[src/rtl/gcd_pkg.sv]
// Shared definitions for the GCD arbiter: Stein engine state encoding and default sizes.
package gcd_pkg;

  localparam int unsigned DEFAULT_WIDTH = 8;
  localparam int unsigned DEFAULT_NREQ  = 4;

  typedef logic [2:0] state_t;

  localparam state_t IDLE   = 3'd0;
  localparam state_t CHECK  = 3'd1;
  localparam state_t FACTOR = 3'd2;
  localparam state_t ODDA   = 3'd3;
  localparam state_t REDUCE = 3'd4;
  localparam state_t DONE   = 3'd5;

endpackage

[src/rtl/gcd_arbiter_if.sv]
// Request/response bundle between client blocks and the shared GCD arbiter.
interface gcd_arbiter_if #(
  parameter int unsigned NREQ  = 4,
  parameter int unsigned WIDTH = 8,
  parameter int unsigned IDW   = 2
);
  logic [NREQ-1:0]       req_valid;
  logic [NREQ*WIDTH-1:0] req_a;
  logic [NREQ*WIDTH-1:0] req_b;
  logic [NREQ-1:0]       req_ready;
  logic [NREQ-1:0]       resp_valid;
  logic [WIDTH-1:0]      resp_data;
  logic                  busy;
  logic [IDW-1:0]        grant_id;

  modport master (
    output req_valid, req_a, req_b,
    input  req_ready, resp_valid, resp_data, busy, grant_id
  );

  modport slave (
    input  req_valid, req_a, req_b,
    output req_ready, resp_valid, resp_data, busy, grant_id
  );
endinterface

[src/rtl/gcd_stein_core.sv]
// Iterative binary (Stein) GCD engine: one reduction step per clock, done pulse in DONE.
module gcd_stein_core
  import gcd_pkg::*;
#(
  parameter int unsigned WIDTH = DEFAULT_WIDTH
) (
  input  logic             clk,
  input  logic             reset,
  input  logic             start_i,
  input  logic [WIDTH-1:0] a_i,
  input  logic [WIDTH-1:0] b_i,
  output logic             busy_o,
  output logic             done_o,
  output logic [WIDTH-1:0] result_o
);

  localparam int unsigned KW = (WIDTH > 2) ? $clog2(WIDTH) : 1;

  state_t           state_q, state_d;
  logic [WIDTH-1:0] a_q, a_d, b_q, b_d, result_q, result_d;
  logic [KW-1:0]    k_q, k_d;

  always_comb begin
    state_d  = state_q;
    a_d      = a_q;
    b_d      = b_q;
    k_d      = k_q;
    result_d = result_q;
    case (state_q)
      IDLE: begin
        if (start_i) begin
          a_d     = a_i;
          b_d     = b_i;
          k_d     = '0;
          state_d = CHECK;
        end
      end
      CHECK: begin
        if (a_q == '0) begin
          result_d = b_q;
          state_d  = DONE;
        end else if (b_q == '0) begin
          result_d = a_q;
          state_d  = DONE;
        end else begin
          state_d = FACTOR;
        end
      end
      FACTOR: begin
        if (!a_q[0] && !b_q[0]) begin
          a_d = a_q >> 1;
          b_d = b_q >> 1;
          k_d = k_q + 1'b1;
        end else begin
          state_d = ODDA;
        end
      end
      ODDA: begin
        if (!a_q[0]) a_d = a_q >> 1;
        else         state_d = REDUCE;
      end
      REDUCE: begin
        // a stays odd from here on, so a-b or b-a is always even and non-negative
        if (b_q == '0) begin
          result_d = a_q << k_q;
          state_d  = DONE;
        end else if (!b_q[0]) begin
          b_d = b_q >> 1;
        end else if (a_q > b_q) begin
          a_d = b_q;
          b_d = a_q - b_q;
        end else begin
          b_d = b_q - a_q;
        end
      end
      DONE:    state_d = IDLE;
      default: state_d = IDLE;
    endcase
  end

  always_ff @(posedge clk) begin
    if (reset) begin
      state_q  <= IDLE;
      a_q      <= '0;
      b_q      <= '0;
      k_q      <= '0;
      result_q <= '0;
    end else begin
      state_q  <= state_d;
      a_q      <= a_d;
      b_q      <= b_d;
      k_q      <= k_d;
      result_q <= result_d;
    end
  end

  assign busy_o   = (state_q != IDLE);
  assign done_o   = (state_q == DONE);
  assign result_o = result_q;

endmodule

[src/rtl/gcd_arbiter.sv]
// Round-robin front end sharing one Stein GCD engine between NREQ requesters.
module gcd_arbiter
  import gcd_pkg::*;
#(
  parameter int unsigned NREQ  = DEFAULT_NREQ,
  parameter int unsigned WIDTH = DEFAULT_WIDTH,
  parameter int unsigned IDW   = 2
) (
  input logic          clk,
  input logic          reset,
  gcd_arbiter_if.slave bus
);

  logic [IDW-1:0]   rr_ptr_q, rr_ptr_d;
  logic [IDW-1:0]   grant_q, grant_d;
  logic [IDW-1:0]   gnt_idx, cand;
  logic             gnt_found;
  logic             start;
  logic             core_busy, core_done;
  logic [WIDTH-1:0] core_result, sel_a, sel_b;

  // First requester at or after rr_ptr, wrapping around
  always_comb begin
    gnt_found = 1'b0;
    gnt_idx   = '0;
    cand      = '0;
    for (int unsigned i = 0; i < NREQ; i++) begin
      cand = IDW'((32'(rr_ptr_q) + i) % NREQ);
      if (!gnt_found && bus.req_valid[cand]) begin
        gnt_found = 1'b1;
        gnt_idx   = cand;
      end
    end
  end

  assign start = !core_busy && gnt_found;
  assign sel_a = bus.req_a[32'(gnt_idx) * WIDTH +: WIDTH];
  assign sel_b = bus.req_b[32'(gnt_idx) * WIDTH +: WIDTH];

  always_comb begin
    bus.req_ready = '0;
    if (start) bus.req_ready[gnt_idx] = 1'b1;
  end

  always_comb begin
    grant_d  = grant_q;
    rr_ptr_d = rr_ptr_q;
    if (start) grant_d = gnt_idx;
    if (core_done) rr_ptr_d = (grant_q == IDW'(NREQ - 1)) ? '0 : grant_q + 1'b1;
  end

  always_ff @(posedge clk) begin
    if (reset) begin
      rr_ptr_q <= '0;
      grant_q  <= '0;
    end else begin
      rr_ptr_q <= rr_ptr_d;
      grant_q  <= grant_d;
    end
  end

  gcd_stein_core #(
    .WIDTH (WIDTH)
  ) u_core (
    .clk      (clk),
    .reset    (reset),
    .start_i  (start),
    .a_i      (sel_a),
    .b_i      (sel_b),
    .busy_o   (core_busy),
    .done_o   (core_done),
    .result_o (core_result)
  );

  always_comb begin
    bus.resp_valid = '0;
    if (core_done) bus.resp_valid[grant_q] = 1'b1;
  end

  assign bus.resp_data = core_result;
  assign bus.busy      = core_busy;
  assign bus.grant_id  = grant_q;

endmodule

[src/flat_wrapper.sv]
// flat-port wrapper written by rule: the top's interface ports become plain ports
module gcd_arbiter_flat import gcd_pkg::*;
#(
  parameter int unsigned NREQ  = DEFAULT_NREQ,
  parameter int unsigned WIDTH = DEFAULT_WIDTH,
  parameter int unsigned IDW   = 2
)
  (clk, reset, bus_req_valid, bus_req_a, bus_req_b, bus_req_ready, bus_resp_valid, bus_resp_data, bus_busy, bus_grant_id);
  gcd_arbiter_if #(.NREQ(NREQ), .WIDTH(WIDTH), .IDW(IDW)) bus_i ();
  input logic clk;
  input logic reset;
  input wire logic [$bits(bus_i.req_valid)-1:0] bus_req_valid;
  input wire logic [$bits(bus_i.req_a)-1:0] bus_req_a;
  input wire logic [$bits(bus_i.req_b)-1:0] bus_req_b;
  output wire logic [$bits(bus_i.req_ready)-1:0] bus_req_ready;
  output wire logic [$bits(bus_i.resp_valid)-1:0] bus_resp_valid;
  output wire logic [$bits(bus_i.resp_data)-1:0] bus_resp_data;
  output wire logic [$bits(bus_i.busy)-1:0] bus_busy;
  output wire logic [$bits(bus_i.grant_id)-1:0] bus_grant_id;
  assign bus_i.req_valid = bus_req_valid;
  assign bus_i.req_a = bus_req_a;
  assign bus_i.req_b = bus_req_b;
  assign bus_req_ready = bus_i.req_ready;
  assign bus_resp_valid = bus_i.resp_valid;
  assign bus_resp_data = bus_i.resp_data;
  assign bus_busy = bus_i.busy;
  assign bus_grant_id = bus_i.grant_id;
  gcd_arbiter #(.NREQ(NREQ), .WIDTH(WIDTH), .IDW(IDW)) u_core (.clk(clk), .reset(reset), .bus(bus_i));
endmodule
[config.mk]
export PLATFORM = sky130hd
export DESIGN_NAME = gcd_arbiter_flat
export DESIGN_NICKNAME = d
export VERILOG_FILES = /design/src/rtl/gcd_pkg.sv /design/src/rtl/gcd_arbiter_if.sv /design/src/rtl/gcd_stein_core.sv /design/src/rtl/gcd_arbiter.sv /design/src/flat_wrapper.sv
export SDC_FILE = /design/constraint.sdc
export NUM_CORES = 1
export LEC_CHECK = 0
export CAP_MARGIN = 20
export CELL_PAD_IN_SITES_DETAIL_PLACEMENT = 2
export CELL_PAD_IN_SITES_GLOBAL_PLACEMENT = 2
export CORE_UTILIZATION = 29
export CTS_BUF_LIST = sky130_fd_sc_hd__clkbuf_2
export CTS_CLUSTER_DIAMETER = 40
export DETAILED_ROUTE_END_ITERATION = 16
export MAX_ROUTING_LAYER = met4
export PLACE_DENSITY_LB_ADDON = 0.1
export SLEW_MARGIN = 20
export SYNTH_ARGS = -nofsm -noshare
export SYNTH_HDL_FRONTEND = slang
export SYNTH_SLANG_ARGS = --single-unit
[constraint.sdc]
create_clock -name clk -period 3.4 [get_ports clk]
set_clock_uncertainty 0.05 [all_clocks]
set_input_delay 0.34 -clock clk [delete_from_list [all_inputs] [get_ports clk]]
set_output_delay 0.34 -clock clk [all_outputs]
set_load 0.01 [all_outputs]
# Word-level counts from Yosys, hierarchy flattened
# Cells that the tools add are included.
# word_totals
ff_bits,34
input_bits,70
out_inout_bits,19
elab_cells,120
# classes
order_cmp,9
n_mux,50
n_eq_ne,16
addsub,7
n_shift,3
reduce_logical,27
# op_table
cell,n
$mux 8,14
$shiftx 32x6->8,2
$pmux 8 s4,1
$mux 3,8
$pmux 8 s3,1
$lt 2x3->1 const B,6
$logic_not 8->1,2
$ne 2x2->1 const B,8
$pmux 8 s2,1
$sub 8x8->8,2
$pmux 3 s5,1
$mux 1,10
$mux 2,5
$bmux 1 s2,4
$gt 8x8->1,1
$mux 4,2
$reduce_and 4->1,2
$shl 8x3->8,1
$logic_and 1x1->1,7
$reduce_and 7->1,1
$eq 3x2->1 const B,2
$eq 3x3->1 const B,2
$logic_not 1->1,6
$pmux 3 s2,1
other kinds (15),22

# Logic depth before layout (Yosys ltp)
# depth
ltp_word,17
ltp_mapped,13
mapped_depth_nobuf,11

# Cells and area by module
# Synthesis repeated with hierarchy kept, for this count alone.
# hier_totals
cells_unflattened,459
area_unflattened_um2,3621.0
# modules_own_cells
module,instances,cells_per_inst,area_each_um2,seq_area_each_um2
gcd_stein_core,1,364,2726.4,600.6
gcd_arbiter,1,95,894.6,80.1

# Worst setup path before layout
# Ideal clock, no wire load.
# synth_path
path_kind,register to register
start,reg u_core.u_core.a_q[0]
end,reg u_core.u_core.b_q[6]
n_path_buf,1
required_time_ns,3.233
setup_ns,0.117
slack_ns,0.710
synth_period_minus_slack_ns,2.690
t_arrival_ns,2.523
path_stages_with_launch,12
path_cell_list,dfxtp_1 > clkbuf_1 > inv_1 > ha_1 > inv_1 > fa_1 > a21o_1 > a21oi_1 > o21ai_2 > or3_2 > a31o_2 > a22o_1
# synth_between
elab_chain_cells,5
elab_cells_between_ends,11
cone_classes,add/sub (2); order compare (1); eq/ne (1); mux (4); reduce/logical (3)
# synth_lines
item,line_no,text
from (decl),gcd_stein_core.sv:20,"logic [WIDTH-1:0] a_q, a_d, b_q, b_d, result_q, result_d;"
from (signal assigned),gcd_stein_core.sv:84,a_q <= '0;
from (signal assigned),gcd_stein_core.sv:90,a_q <= a_d;
$sub 8x8->8 (tied with other cells),gcd_stein_core.sv:73,b_d = b_q - a_q;
$mux 8,gcd_stein_core.sv:69,end else if (a_q > b_q) begin
$mux 8,gcd_stein_core.sv:67,end else if (!b_q[0]) begin
$mux 8,gcd_stein_core.sv:64,if (b_q == '0) begin
$pmux 8 s3,gcd_stein_core.sv:29,case (state_q)
to (signal assigned),gcd_stein_core.sv:85,b_q <= '0;
to (signal assigned),gcd_stein_core.sv:91,b_q <= b_d;
to (decl),gcd_stein_core.sv:20,
# Parallel ways exist; a longest one is shown, timed or not. The select of a mux whose other input is x is not followed.
# A chain may end at the register's enable or synchronous reset.

# Worst setup path after layout
# layout_path
start,reg u_core.u_core.b_q[0]
end,reg u_core.u_core.b_q[6]
# layout_between
elab_chain_cells,5
elab_cells_between_ends,13
cone_classes,add/sub (2); order compare (1); eq/ne (2); mux (4); reduce/logical (4)
# layout_lines
item,line_no
$sub 8x8->8 (tied with other cells),gcd_stein_core.sv:73
$mux 8,gcd_stein_core.sv:69
$mux 8,gcd_stein_core.sv:67
$mux 8,gcd_stein_core.sv:64
$pmux 8 s3,gcd_stein_core.sv:29
# Parallel ways exist; a longest one is shown, timed or not. The select of a mux whose other input is x is not followed.

==> out/summary.txt <==
status - completed
Initial DRC Count - 178
Seq/Total Area, Yosys - 19.15%
Vias - 3,901
initial antenna violation count - 0
Setup violations, final - 0
Buf+Inv Stages, Crit Path - 3
cells after synthesis - 460
die width - 112.7 um
Clock Path Buffers - 2
syn_area_per_cell - 7.725 um2
# Post-CTS Setup Buffers - 0
Fin. Hold Viols - 0
Post-route DRC - 0
Total Power - 3.711 mW
area post-placement - 4646 um2
Worst-Margin Slew - 691.0 ps
WL final - 13,810 um
RSZ-0062 raised after global routing - no
Comb power frac - 76.8%
slowest CP cell - or3_2
Vias/cell - 5.605
vias in the first global route - 4,260
diode count - 0
Power per Cell Area - 793.9 nW/um2
Clk pin slew, worst setup/hold paths - 200 ps
period utilization - 85.09%
syn nets - 553
fmax - 345.7 MHz
Mapped Area - 3553 um2
Largest delay share family, worst path - compound AO/OA/AOI/OAI gates
CTS resizes - 0
share of the synthesized area in the top cell type - 19.15%
Worst setup EP type - flip-flop
CTS buffer count - 5
Synth warnings - 0
Total GRT Usage - 23.05%
max_slew headroom - 53.76%
Clk Latency, worst-skew pair - 410 ps
Post-synth top flop - dfxtp_1
Worst path most repeated cell - inv_1
CTS tree - yes
cell taking the most area after synthesis - dfxtp_1
crit path DAT - 3180 ps
Max-Cap Viols - 0
Wirelength per Cell - 19.84 um
non-filler cells in the finished layout - 696
post-layout minimum cycle time - 2893 ps
Synth Register Bits - 34
CP required - 3690 ps
design area - 4674 um2
HPWL after DPL - 11,020 um
async set-reset flop share out of synthesis - 0%
Initial Utilization - 29.71%
switching power share of the total - 53.07%
largest net degree at the start of global routing - 37
Remaining Overflow, GRT - 0
placed cell count - 690
Post-synth EDFFs - 0
layout cells sized above 1 - 9.290%
Net Switching - 1.969 mW
# rows - 40
R2R cell count - 11
crit-path max FO - 9
routability cong. - 0.8397
global-route wire length before repair - 22,420 um
Root Driver - clkbuf_2
Synth area leaders - dfxtp_1 19%, mux2i_1 12%, ha_1 7.4%
Max VDD drop - 0.2121 mV
synth-to-layout area growth - 31.55%
DRT Pass-1 Iters - 4
setup TNS - 0 ps
hold_buf cts - 0
Clk network pwr share - 5.0%
leakage - 1.884 nW
clock sinks - 34
core area - 11,960 um2
Die H - 112.7 um
Worst Hold Class - reg2reg
H-tree levels - 2
post-route ant nets - 0
Yosys cell types - 67
Largest stage delay, worst path - 420 ps
cell internal pwr - 1.741 mW
Flop pwr share - 18.2%
die area - 12,700 um2
startpoint class of the critical path - flip-flop
Levels on crit path - 11
nets@finish - 643
IO Pins - 89
IO Port Bufs - 88
Hold Path Stages - 2
WS Path Type - reg2reg
Final Max Tran Viols - 0
worst-path cell chain - buf_4 -> inv_1 -> ha_1 -> inv_1 -> fa_1 -> a21o_1 -> a21oi_1 -> o21ai_0 -> or3_2 -> a31o_2 -> a22o_1
==> layout make-up <==
class | instances | area, um2
Inverter | 28 | 105.1
Timing Repair Buffer | 113 | 1069
Fill cell | 1414 | 7287
Clock inverter | 1 | 3.754
Tap cell | 147 | 183.9
Multi-Input combinational cell | 368 | 2608
Sequential cell | 34 | 680.7
Clock buffer | 5 | 25.02
==> worst register-to-register path: stages (launching register included) <==
cell     delay [ps]
dfxtp_1         390
buf_4           190
inv_1           110
ha_1            190
inv_1            60
fa_1            410
a21o_1          180
a21oi_1         230
o21ai_0         140
or3_2           420
a31o_2          220
a22o_1          220
==> per-stage QoR <==
step                      util [%]  hold slack, ps  setup slack, ps
after floorplan                  -           443.8            710.4
after global placement       38.84           426.6            435.9
after detailed placement     38.84           428.4            347.0
after CTS                    39.08           453.1            439.7
after global routing         39.08           477.6            247.4
final                        39.08           445.5            507.0
==> cells in the final DEF (no fill, tap or decap), types with 8 or more instances in the layout <==
master,n
o21a_1,8
clkdlybuf4s50_1,88
nor2_1,45
nor2b_1,11
o21ai_0,24
nand2_1,29
mux2i_1,42
nand3_1,9
a211oi_1,9
ha_1,21
o221ai_1,8
inv_1,28
buf_4,25
a21oi_1,45
dfxtp_1,34
==> per-layer routing <==
metal	vias to the layer above	wire length [um]	share of wire, %	GRT usage [%]
met5	-	0	0	-
met3	15	549	4.0	3.160
li1	1865	-	-	-
met2	102	6350	46	37.57
met4	0	285	2.1	6.667
met1	1919	6622	48	29.75
==> final timing paths <==
check / start / to / slack, ps
setup / recovery: u_core.u_core.b_q[0]$_SDFFE_PP0P_ / u_core.u_core.b_q[6]$_SDFFE_PP0P_ / 510
hold reg to reg: u_core.u_core.result_o[7]$_SDFFE_PP0P_ / u_core.u_core.result_o[7]$_SDFFE_PP0P_ / 450
hold / removal: u_core.u_core.result_o[7]$_SDFFE_PP0P_ / u_core.u_core.result_o[7]$_SDFFE_PP0P_ / 450
setup reg to reg: u_core.u_core.b_q[0]$_SDFFE_PP0P_ / u_core.u_core.b_q[6]$_SDFFE_PP0P_ / 510
==> Yosys cell counts, drive strengths merged (2+ instances only) <==
| cell type | count |
|---|---|
| a2111oi | 3 |
| a211o | 2 |
| a211oi | 9 |
| a21boi | 2 |
| a21o | 5 |
| a21oi | 45 |
| a221oi | 3 |
| a22o | 3 |
| a22oi | 7 |
| a2bb2oi | 2 |
| a31oi | 4 |
| a32o | 2 |
| and2 | 2 |
| and3 | 5 |
| buf | 14 |
| clkbuf | 16 |
| dfxtp | 34 |
| fa | 2 |
| ha | 21 |
| inv | 28 |
| mux2 | 7 |
| mux2i | 42 |
| mux4 | 3 |
| nand2 | 29 |
| nand2b | 5 |
| nand3 | 9 |
| nand3b | 2 |
| nor2 | 47 |
| nor2b | 11 |
| nor3 | 7 |
| nor4 | 3 |
| o211ai | 4 |
| o21a | 8 |
| o21ai | 26 |
| o221ai | 9 |
| o22ai | 7 |
| or2 | 3 |
| or3 | 4 |
| or4 | 7 |
| xnor2 | 4 |
==> cell families after synthesis <==
group / share of synthesized area [%]
and+or+nand+nor: 19.58
xor gates and xnor gates: 1.232
adders and majority gates: 8.521
DFF: 19.15
muxes: 15.95
buffers and inverters: 7.782
AOI/OAI and AO/OA: 27.78
==> registers in the layout, indices dropped and copies added (netlist names) <==
signal,cells
u_core.u_core.result_o,8
u_core.u_core.a_q,8
u_core.u_core.b_q,8
u_core.bus.grant_id,2
u_core.u_core.state_q,3
u_core.u_core.k_q,3
u_core.rr_ptr_q,2
==> power groups by stage <==
stage	clock, mW	combinational, mW	sequential [mW]
global placement	0	2.76	0.675
global route	0.213	3.13	0.697
finish	0.187	2.85	0.675
floorplan	0	1.96	0.641
CTS	0.203	2.86	0.674
detailed placement	0	2.84	0.683
Note: power is estimated with default switching activity, not from simulation.
==> patch (same flow settings) <==
Take the reset off `a_q` and load it in a clocked block of its own.
--- a/src/rtl/gcd_stein_core.sv
+++ b/src/rtl/gcd_stein_core.sv
@@ -83,3 +83,2 @@
       state_q  <= IDLE;
-      a_q      <= '0;
       b_q      <= '0;
@@ -89,3 +88,2 @@
       state_q  <= state_d;
-      a_q      <= a_d;
       b_q      <= b_d;
@@ -94,2 +92,6 @@
     end
+  end
+
+  always_ff @(posedge clk) begin
+    a_q <= a_d;
   end
Behaviour: same outputs for any inputs over 4 cycles, from zero or initial values and one cycle with reset high; that may be too few to reach the edited logic, so the function may still have changed.
==> patch against the original RTL <==
- wire length increased by 2.7%
- worst setup slack got worse by 0.20 ns
- largest cell class unchanged
- sequential cell count unchanged
- first-iteration DRC count decreased by 1.7%
- cell area increased by 1.8%
- cell count increased by 1.3%
- synthesized area increased by 2.4%
- critical endpoint is now bus_req_ready[1]
- power increased by 1.8%
==> patch: results (changes against the original RTL) <==
Parameter                              Value

Outcome
  Result of the run ... finished clean (unchanged)

Routing
  Routed wire length ... 14200 um (was 13800 um)
  Via density per instance ... 5.46 (was 5.60)
  DR iter-0 viols ... 175 (was 178)

Pwr
  Worst vdd rail ir drop ... 0.205 mV (was 0.212 mV)
  Power Internal ... 0.00176 W (was 0.00174 W)

Synthesis
  Xor and xnor area share after synthesis ... 1.44% (was 1.23%)
  Number of different library cells in the post-synthesis netlist ... 77 (was 67)
  Async set-reset flop share out of synthesis ... 0% (unchanged)
  Adder and majority gate portion of the synthesized area ... 8.32% (was 8.52%)
  Cell types occupying the most area after synthesis ... sky130_fd_sc_hd__dfxtp_1 14%, sky130_fd_sc_hd__mux2i_1 10%, sky130_fd_sc_hd__ha_1 7.2%, sky130_fd_sc_hd__edfxtp_1 6.6%, sky130_fd_sc_hd__a21oi_1 5.1% (was sky130_fd_sc_hd__dfxtp_1 19%, sky130_fd_sc_hd__mux2i_1 12%, sky130_fd_sc_hd__ha_1 7.4%, sky130_fd_sc_hd__a21oi_1 6.3%, sky130_fd_sc_hd__nor2_1 4.8%)
  Number of synthesized flops with an enable pin ... 8 (was 0)
  Synth Area per Inst ... 8.12 sq um (was 7.72 sq um)
  Mapped Nets ... 541 (was 553)
  Register area share after synthesis ... 20.9% (was 19.2%)

STA
  Slew at the pin with the worst max-slew slack ... 0.761 ns (was 0.691 ns)

Clock network
  CTS root buffer ... sky130_fd_sc_hd__clkbuf_2 (unchanged)
  Worst-skew pair later-pin latency ... 0.44 ns (was 0.41 ns)
  Longest Clk Path Bufs ... 2 (unchanged)

Place
  Sum of net half-perimeters after detailed placement ... 11500 um (was 11000 um)
  Final Wtd Congestion ... 0.895 (was 0.840)
  Cell count after placement ... 697 (was 690)

Critical path
  Critical-path cell with the highest stage delay ... sky130_fd_sc_hd__clkdlybuf4s50_1 (was sky130_fd_sc_hd__or3_2)
  CP arrival ... 2.70 ns (was 3.18 ns)
  Max Fanout on Critical Path ... 17 (was 9)
  Delay of the slowest critical-path stage ... 0.55 ns (was 0.42 ns)
  Gate family responsible for the most delay along the worst path ... simple AND/OR/NAND/NOR gates (was compound AO/OA/AOI/OAI gates)
  Worst flop-to-flop path startpoint ... u_core.u_core.b_q[5] (was u_core.u_core.b_q[0])
  First element of the critical path ... u_core.u_core.state_q[1] (was u_core.u_core.b_q[0])

Cells and area
  Filler instances ... 1413 (was 1414)
  Fraction of final layout cells sized beyond drive strength 1 ... 10.6% (was 9.29%)
  Nets@finish ... 629 (was 643)

Min path
  Hold_sp ... u_core.u_core.result_o[1] (was u_core.u_core.result_o[7])

Global routing
  Largest net degree at the start of global routing ... 29 (was 37)
  Overall track demand over capacity in global routing ... 23.6% (was 23.1%)
  First-pass GRT wire length ... 22900 um (was 22400 um)
patch: worst reg2reg max path, delay by kind of cell (launching register included):
kind / cells / cell delay (ns)
AO/OA/AOI/OAI: 6 / 1.67
adder cells (fa/ha/maj): 1 / 0.53
flip-flops: 1 / 0.46
patch: path summary, 6_finish.rpt:
kind,end,slack (ns),depth (start not counted)
setup / recovery,bus_req_ready[1],0.31,7
hold / removal,u_core.u_core.result_o[1],0.45,2
setup reg to reg,u_core.u_core.a_q[5],0.39,7
hold reg to reg,u_core.u_core.result_o[1],0.45,2
patch: per-layer routing:
metal | GRT usage (%) | part of all wire [%] | wire length, um | vias to the layer above
li1 | - | - | - | 1857
met1 | 30.8 | 48 | 6770 | 1888
met2 | 38.2 | 47 | 6700 | 89
met3 | 2.55 | 3.1 | 436 | 15
met4 | 7.79 | 2.0 | 280 | 0
met5 | - | 0 | 0 | -
patch: metrics by stage:
step	utilization [%]	instance area (sq um)
final	39.3	4760
after detailed placement	39.0	4720
after CTS	39.3	4760
after global routing	39.3	4760
after floorplan	-	3640
after global placement	39.0	4720
patch: power groups by stage:
stage          combinational, W  sequential [W]  clock (W)
5_1_grt                 0.00305        0.000823   0.000234
4_1_cts                 0.00277        0.000799   0.000220
2_1_floorplan           0.00183        0.000742          0
3_3_place_gp            0.00269        0.000795          0
3_5_place_dp            0.00276        0.000807          0
6_report                0.00277        0.000798   0.000208
patch: area by class of cell:
type / instances / area, sq um / share of cell area (%)
well taps: 168 / 210 / 4.42
multi-input cells: 360 / 2620 / 55.0
repair buffers: 108 / 1030 / 21.7
inverters: 27 / 101 / 2.13
clock buffers: 6 / 30.0 / 0.631
flip-flops and latches: 34 / 761 / 16.0
clock inverters: 2 / 8.76 / 0.184
patch: cells by family (layout without fill, tap and decap cells):
kind of cell	count (synthesis)	after routing
AO/OA/AOI/OAI	144	144
AND/OR/NAND/NOR	136	136
buffers and inverters	54	143
multiplexers	51	51
flip-flops	34	34
adder cells (fa/ha/maj)	23	23
XOR/XNOR	6	6
